### config.mk
export PLATFORM = sky130hd
export DESIGN_NAME = serial_subtractor
export DESIGN_NICKNAME = d
export VERILOG_FILES = /design/src/rtl/serial_sub_pkg.sv /design/src/rtl/serial_subtractor_full_sub_bit.sv /design/src/rtl/serial_subtractor.sv
export SDC_FILE = /design/constraint.sdc
export NUM_CORES = 1
export LEC_CHECK = 0
export ABC_AREA = 1
export CORE_MARGIN = 3
export CORE_UTILIZATION = 55
export CTS_CLUSTER_DIAMETER = 80
export CTS_CLUSTER_SIZE = 25
export DETAILED_ROUTE_END_ITERATION = 10
export PLACE_DENSITY = 0.93
export SKIP_CTS_REPAIR_TIMING = 1
export SLEW_MARGIN = 20
export SYNTH_ARGS = -nofsm -noshare
export SYNTH_HDL_FRONTEND = slang
export SYNTH_SLANG_ARGS = --single-unit
### constraint.sdc
create_clock -name clk -period 1.6 [get_ports clk]
set_input_delay 0.16 -clock clk [delete_from_list [all_inputs] [get_ports clk]]
set_output_delay 0.16 -clock clk [all_outputs]
set_load 0.01 [all_outputs]
### src/rtl/serial_sub_pkg.sv
// Shared types and helpers for the bit-serial subtractor.
package serial_sub_pkg;

    typedef enum logic [1:0] {
        IDLE  = 2'd0,
        SHIFT = 2'd1,
        DONE  = 2'd2
    } sub_state_t;

    // Counter must hold 0..WIDTH without wrapping.
    function automatic int cnt_width(input int width);
        return $clog2(width + 1);
    endfunction

endpackage

### src/rtl/serial_subtractor_full_sub_bit.sv
// One-bit full subtractor: two cascaded half subtractors, borrows ORed.
module full_sub_bit (
    input  logic x,
    input  logic y,
    input  logic c,
    output logic d,
    output logic bo
);
    logic d1, b1, b2;

    always_comb begin
        d1 = x ^ y;
        b1 = ~x & y;
        d  = d1 ^ c;
        b2 = ~d1 & c;
        bo = b1 | b2;
    end

endmodule

### src/rtl/serial_subtractor.sv
// Bit-serial a - b - bin, one bit per clock LSB first, valid/ready on both sides.
module serial_subtractor
    import serial_sub_pkg::*;
#(
    parameter int WIDTH = 8
) (
    input  logic             clk,
    input  logic             rst_n,
    input  logic             in_valid,
    output logic             in_ready,
    input  logic [WIDTH-1:0] a,
    input  logic [WIDTH-1:0] b,
    input  logic             bin,
    output logic             out_valid,
    input  logic             out_ready,
    output logic [WIDTH-1:0] diff,
    output logic             bout,
    output logic             busy
);
    localparam int CW = cnt_width(WIDTH);

    sub_state_t       state_q, state_d;
    logic [WIDTH-1:0] a_sh_q, a_sh_d;
    logic [WIDTH-1:0] b_sh_q, b_sh_d;
    logic [WIDTH-1:0] res_sh_q, res_sh_d;
    logic [WIDTH-1:0] diff_q, diff_d;
    logic             brw_q, brw_d;
    logic             bout_q, bout_d;
    logic [CW-1:0]    cnt_q, cnt_d;
    logic             bit_d, bit_bo;

    full_sub_bit u_bit (
        .x  (a_sh_q[0]),
        .y  (b_sh_q[0]),
        .c  (brw_q),
        .d  (bit_d),
        .bo (bit_bo)
    );

    always_comb begin
        state_d  = state_q;
        a_sh_d   = a_sh_q;
        b_sh_d   = b_sh_q;
        res_sh_d = res_sh_q;
        brw_d    = brw_q;
        cnt_d    = cnt_q;
        diff_d   = diff_q;
        bout_d   = bout_q;
        case (state_q)
            IDLE: begin
                if (in_valid) begin
                    a_sh_d   = a;
                    b_sh_d   = b;
                    brw_d    = bin;
                    res_sh_d = '0;
                    cnt_d    = '0;
                    state_d  = SHIFT;
                end
            end
            SHIFT: begin
                // New bit enters at the MSB so after WIDTH shifts bit 0 is the LSB result.
                res_sh_d = WIDTH'({bit_d, res_sh_q} >> 1);
                a_sh_d   = a_sh_q >> 1;
                b_sh_d   = b_sh_q >> 1;
                brw_d    = bit_bo;
                cnt_d    = cnt_q + CW'(1);
                if (cnt_q == CW'(WIDTH - 1)) begin
                    diff_d  = res_sh_d;
                    bout_d  = bit_bo;
                    state_d = DONE;
                end
            end
            DONE: begin
                if (out_ready) state_d = IDLE;
            end
            default: state_d = IDLE;
        endcase
    end

    always_ff @(posedge clk or negedge rst_n) begin
        if (!rst_n) begin
            state_q  <= IDLE;
            a_sh_q   <= '0;
            b_sh_q   <= '0;
            res_sh_q <= '0;
            brw_q    <= 1'b0;
            cnt_q    <= '0;
            diff_q   <= '0;
            bout_q   <= 1'b0;
        end else begin
            state_q  <= state_d;
            a_sh_q   <= a_sh_d;
            b_sh_q   <= b_sh_d;
            res_sh_q <= res_sh_d;
            brw_q    <= brw_d;
            cnt_q    <= cnt_d;
            diff_q   <= diff_d;
            bout_q   <= bout_d;
        end
    end

    assign in_ready  = (state_q == IDLE);
    assign out_valid = (state_q == DONE);
    assign busy      = (state_q != IDLE);
    assign diff      = diff_q;
    assign bout      = bout_q;

endmodule
==> impl_metrics.py, run 1 <==
metrics = {
    "floorplanning": {
        "die_height_um": 62.7,
        "start_util": 0.609,
        "die_area_um2": 3930,
        "core_area_um2": 2900,
        "fp.dieW_um": 62.7,
        "rows": 19,
        "num_io_pins": 33,
    },
    "synthesis": {
        "synthFlopType": "dfrtp_1",
        "syn_inst": 202,
        "synthAdderAreaFrac": 0.0184,
        "synth_nets": 225,
        "syn_area_um2": 1770,
        "syn_avg_cell_area_um2": 8.74,
        "synth_top_area_cell": "dfrtp_1",
        "netlist_top_cells_count": "nand2_1 (66), nand3_1 (59), dfrtp_1 (39)",
        "muxShareOfSynthArea": 0,
        "synth_top_area_frac": 0.553,
        "synth_edf_count": 0,
        "synth_top_family_by_area": "simple AND/OR/NAND/NOR gates",
        "yosysWarnings": 0,
        "async_reset_ff_frac": 1.00,
        "synth_cell_types": 21,
        "synth_xor_area_frac": 0,
        "yosys-top-cells-area": "dfrtp_1 (55%), nand3_1 (17%), nand2_1 (14%), buf_6 (2.6%), buf_4 (1.3%)",
        "synth-compound-area-share": 0.0184,
        "synthMostInstantiatedCell": "nand2_1",
        "yosysSeqAreaShare": 0.553,
        "ys_seq_elements": 39,
        "synthSimpleGateAreaFrac": 0.342,
    },
    "setup_path": {
        "worst_setup_path_end_kind": "primary output",
        "r2r-end": "b_sh_q[4]",
        "rr_startpoint": "state_q[1]",
        "startpoint_type": "flip-flop",
        "cp_cell_sequence": "clkdlybuf4s50_1",
        "startpoint": "diff[4]",
        "reg2reg_depth": 6,
        "crit_type": "flip-flop to primary output",
        "cpMaxStageDelayCell": "clkdlybuf4s50_1",
        "cp_max_fo": 2,
        "slowest_delay_ns": 0.54,
        "worstPathArrival_ns": 1.26,
        "r2r_slack_ns": 0.27,
        "path_buf_inv": 1,
        "cp.required_ns": 1.44,
        "path_delay_family": "buffers and inverters",
    },
    "drt": {
        "drtIter0Drc": 84,
        "wl_met2_um": 1890,
        "dr.pass1.iters": 4,
        "top_layer": "met4",
        "dr_wl_met3_um": 166,
        "wire_per_inst_um": 13.5,
        "wl_met1_um": 1650,
        "drc": 0,
        "via_per_inst": 5.33,
        "drt_wl_total_um": 3770,
        "ant_nets": 0,
        "num_vias": 1493,
    },
    "power": {
        "p_leak_nw": 1.13,
        "p_per_area_nw_per_um2": 1810,
        "peakVddDrop_mv": 1.14,
    },
    "clock_network": {
        "clk_pin_slew_worst_paths_ns": 0.12,
        "cts_buffers": 5,
        "cts_root_buf": "clkbuf_4",
        "cts_tree": "built",
        "insertion_delay_ns": 0.35,
        "cts_max_level": 2,
        "clk_path_buf_depth": 2,
        "clkSinkCount": 39,
    },
    "global_route": {
        "antenna_found_initial": 0,
        "grt_usage": 0.204,
        "grt_pass1_wl_um": 6310,
        "grt_max_degree": 30,
        "grt_pass1_vias": 1431,
        "gr-total-overflow": 0,
    },
    "timing": {
        "worst_clock_skew_ns": 0.0155,
        "worst_slew_pin_slew_ns": 0.453,
        "fin_crit_ns": 1.42,
        "setup_viol": 0,
        "holdWs_ns": 0.266,
        "post-route-period-util": 0.888,
        "max_slew_margin": 0.698,
        "max_freq_mhz": 703,
        "finalHoldViolations": 0,
        "rsz0062_at_grt": "no",
        "finalMaxSlewViolations": 0,
        "setup_slack_ns": 0.178,
    },
    "final_layout": {
        "stdcell_area_um2": 2230,
        "antenna_cells": 0,
        "fin_nets": 260,
        "drive_gt1_frac": 0.0924,
        "finalNonFillerCells": 280,
        "areaGrowthSynthToFinish_pct": 26.4,
        "fill_cells": 234,
        "fin_util": 0.770,
    },
    "placement": {
        "port_buffers": 32,
        "place_hpwl_um": 2610,
        "gp_congestion": 0.855,
        "placedCellCount": 271,
        "placed_area_um2": 2110,
        "place_ws_ns": 0.282,
    },
    "hold_path": {
        "hp-class": "input pin to asynchronous set/reset pin",
    },
    "status": {
        "status": "finished, final reports clean",
    },
    "run": {
        "drv_cap": 0,
    },
}
-- state kept, by name, summed over array words and instances (netlist names) --
signal	flops
a_sh_q	8
cnt_q	4
bout	1
res_sh_q	7
diff	8
state_q	2
brw_q	1
b_sh_q	8
-- how the worst max path moves through the flow --
| stage | to | slack, ns | cells after the start |
|---|---|---|---|
| floorplan | diff[7] | 0.49 | 6 |
| global placement | in_ready | 0.33 | 2 |
| detailed placement | in_ready | 0.28 | 2 |
| CTS | in_ready | -0.11 | 2 |
| global route | diff[4] | 0.10 | 1 |
| finish | diff[4] | 0.18 | 1 |
-- metrics by stage --
stage / power [W] / TNS [ns]
5_1_grt: 0.00433 / 0
2_1_floorplan: 0.00272 / 0
4_1_cts: 0.00405 / -0.221
3_5_place_dp: 0.00323 / 0
6_report: 0.00405 / 0
3_3_place_gp: 0.00315 / 0
-- area by class of cell --
class	instances	area, um^2	area share
inverter	8	30.0	0.0135
clock buffer	6	41.3	0.0185
multi-input combinational	143	673	0.302
sequential	39	977	0.438
clock inverter	2	60.1	0.0269
timing repair buffer	40	398	0.178
tap	42	52.6	0.0235
-- layout by cell type (no fill, tap or decap), drive strengths merged, types with 2 or more instances in the layout --
cell type / synthesis / final
clkdlybuf4s50: 0 / 28
bufinv: 0 / 2
o21ai: 4 / 4
nand3: 59 / 59
nor2: 7 / 7
buf: 11 / 8
dlymetal6s2s: 0 / 3
nand2: 68 / 68
inv: 8 / 8
clkbuf: 1 / 6
dfrtp: 39 / 39
-- cell families (layout without fill, tap and decap cells) --
| logic type | count (synthesis) | in the layout |
|---|---|---|
| AOI/OAI and AO/OA | 6 | 6 |
| adders and majority gates | 2 | 2 |
| and+or+nand+nor | 135 | 135 |
| DFF | 39 | 39 |
| buffers and inverters | 20 | 56 |
-- power breakdown --
| part | internal, W | switching [W] |
|---|---|---|
| Clock | 0.000488 | 0.000327 |
| Sequential | 0.00139 | 0.000287 |
| Combinational | 0.000671 | 0.000878 |
| Total | 0.00255 | 0.00149 |
-- layer usage --
layer / GRT usage / vias up
li1: - / 733
met1: 0.249 / 703
met2: 0.353 / 48
met3: 0.0468 / 9
met4: 0.0771 / 0
met5: 0 / -
(Power assumes the default switching activity.)
==> run 2: changes to the inputs <==
--- a/config.mk
+++ b/config.mk
@@ -6,12 +6,12 @@
 export NUM_CORES = 1
 export LEC_CHECK = 0
 export ABC_AREA = 1
-export CORE_MARGIN = 3
-export CORE_UTILIZATION = 55
+export CORE_MARGIN = 1
+export CORE_UTILIZATION = 46
 export CTS_CLUSTER_DIAMETER = 80
 export CTS_CLUSTER_SIZE = 25
 export DETAILED_ROUTE_END_ITERATION = 10
-export PLACE_DENSITY = 0.93
+export PLACE_DENSITY = 0.84
 export SKIP_CTS_REPAIR_TIMING = 1
 export SLEW_MARGIN = 20
 export SYNTH_ARGS = -nofsm -noshare
==> constraint.sdc (replaced) <==
create_clock -name clk -period 1.2 [get_ports clk]
set_input_delay 0.12 -clock clk [delete_from_list [all_inputs] [get_ports clk]]
set_output_delay 0.12 -clock clk [all_outputs]
set_load 0.01 [all_outputs]
==> run 2 against run 1 <==
Compared with the run above: the run now ends with negative setup slack left; wire length rose by 12%; first-iteration DRC count fell by 48%; clock-buffer cell count fell by 1; clock skew fell by 0.011 ns; final cell count rose by 7.9%; worst setup slack got worse by 0.21 ns; clock power rose by 35%; critical path depth rose by 3; critical path type unchanged.
==> impl_metrics.py, run 2 (synthesis results as in run 1) <==
metrics = {
    "status": {
        "status": "complete, but fails checks",
        "violations": "negative setup slack",
    },
    "timing": {
        "setup_slack_ns": -0.0339,
        "finalHoldViolations": 0,
        "fin_crit_ns": 1.23,
        "worst_slew_pin_slew_ns": 0.406,
        "worst_clock_skew_ns": 0.00493,
        "max_freq_mhz": 810,
        "setup_viol": 3,
        "rsz0062_at_grt": "yes",
        "max_slew_margin": 0.729,
        "post-route-period-util": 1.03,
        "finalMaxSlewViolations": 0,
        "holdWs_ns": 0.276,
    },
    "drt": {
        "ant_nets": 0,
        "via_per_inst": 5.31,
        "num_vias": 1603,
        "dr.pass1.iters": 4,
        "wire_per_inst_um": 14.0,
        "drt_wl_total_um": 4220,
        "drc": 0,
        "drtIter0Drc": 44,
    },
    "power": {
        "p_leak_nw": 1.34,
        "total_power_w": 0.00599,
        "peakVddDrop_mv": 1.38,
        "p_per_area_nw_per_um2": 2410,
    },
    "setup_path": {
        "crit_type": "flip-flop to primary output",
        "cp_max_fo": 3,
        "startpoint_type": "flip-flop",
        "cp.required_ns": 1.08,
        "worstPathArrival_ns": 1.11,
        "worst_setup_path_end_kind": "primary output",
    },
    "hold_path": {
        "hp-class": "input pin to asynchronous set/reset pin",
    },
    "floorplanning": {
        "num_io_pins": 33,
        "rows": 22,
        "die_height_um": 64.0,
        "start_util": 0.482,
        "core_area_um2": 3660,
        "die_area_um2": 4090,
        "fp.dieW_um": 64.0,
    },
    "clock_network": {
        "cts_max_level": 2,
        "cts_tree": "built",
        "clk_pin_slew_worst_paths_ns": 0.08,
        "insertion_delay_ns": 0.30,
        "clkSinkCount": 39,
        "cts_root_buf": "clkbuf_8",
        "cts_buffers": 5,
        "clk_path_buf_depth": 2,
    },
    "final_layout": {
        "fin_util": 0.679,
        "drive_gt1_frac": 0.236,
        "areaGrowthSynthToFinish_pct": 40.8,
        "final_cell_mix": "nand3_1 (58), nand2_1 (53), dfrtp_1 (38)",
        "final_common_cell": "nand3_1",
        "finalNonFillerCells": 302,
        "fin_nets": 276,
        "antenna_cells": 0,
    },
    "global_route": {
        "gr-total-overflow": 0,
        "grt_pass1_wl_um": 6470,
        "busiest_layer": "met2",
        "use_met3": 0.0589,
        "met1_usage": 0.274,
        "antenna_found_initial": 0,
        "grt_pass1_vias": 1423,
        "use_met2": 0.335,
        "grt_usage": 0.213,
        "grt_max_degree": 24,
    },
    "placement": {
        "place_ws_ns": -0.0565,
        "gp_congestion": 0.779,
        "port_buffers": 32,
        "place_hpwl_um": 2620,
        "placedCellCount": 284,
    },
    "run": {
        "drv_cap": 0,
    },
}
==> run 2: cell types whose count changed in the layout (fill, tap and decap cells not counted), moves of 5 or more <==
| cell | delta |
|---|---|
| dlymetal6s2s_1 | +6 |
| nand2_2 | +10 |
| clkdlybuf4s50_1 | -9 |
| nand2_1 | -13 |
| clkbuf_8 | +5 |
| buf_4 | +7 |
| clkbuf_4 | -5 |
==> run 2: layout make-up <==
class | instances | area, um^2
clock buffer | 5 | 68.8
sequential | 39 | 977
inverter | 8 | 35.0
clock inverter | 3 | 43.8
tap | 48 | 60.1
multi-input combinational | 145 | 776
fill | 291 | 1170
timing repair buffer | 54 | 526
==> run 2: critical path, stage by stage, from the launching register on <==
cell,delay (ns)
dfrtp_1,0.40
buf_4,0.15
nor2_4,0.10
inv_1,0.05
clkbuf_2,0.12
==> run 2: final timing paths <==
kind | start | slack (ns) | cells after the start | end
setup / recovery | state_q[1] | -0.03 | 4 | busy
hold / removal | rst_n | 0.28 | 2 | res_sh_q[5]
setup reg to reg | cnt_q[1] | 0 | 6 | diff[4]
hold reg to reg | diff[6] | 0.47 | 2 | diff[6]
max in group asynchronous | rst_n | 0.46 | 3 | state_q[0]
min in group clk | a[7] | 0.36 | 3 | a_sh_q[7]
==> run 2: report_power, final <==
group	internal (W)	switching, W	total (W)
clock	0.000619	0.000486	0.00110
combinational	0.00122	0.00139	0.00260
sequential	0.00186	0.000419	0.00228
==> run 2: per-layer routing <==
| metal | vias to the layer above | wire, um | share of wire |
|---|---|---|---|
| met5 | - | 0 | 0 |
| met2 | 61 | 2040 | 0.48 |
| met4 | 0 | 118 | 0.028 |
| met1 | 767 | 1830 | 0.43 |
| met3 | 9 | 221 | 0.052 |
| li1 | 766 | - | - |
==> run 2: per-stage QoR <==
stage / cell area (um^2) / setup TNS (ns)
finish: 2490 / -0.0498
global placement: 2180 / -0.0494
detailed placement: 2180 / -0.0860
CTS: 2290 / -2.18
floorplan: 1770 / 0
global route: 2490 / -0.424
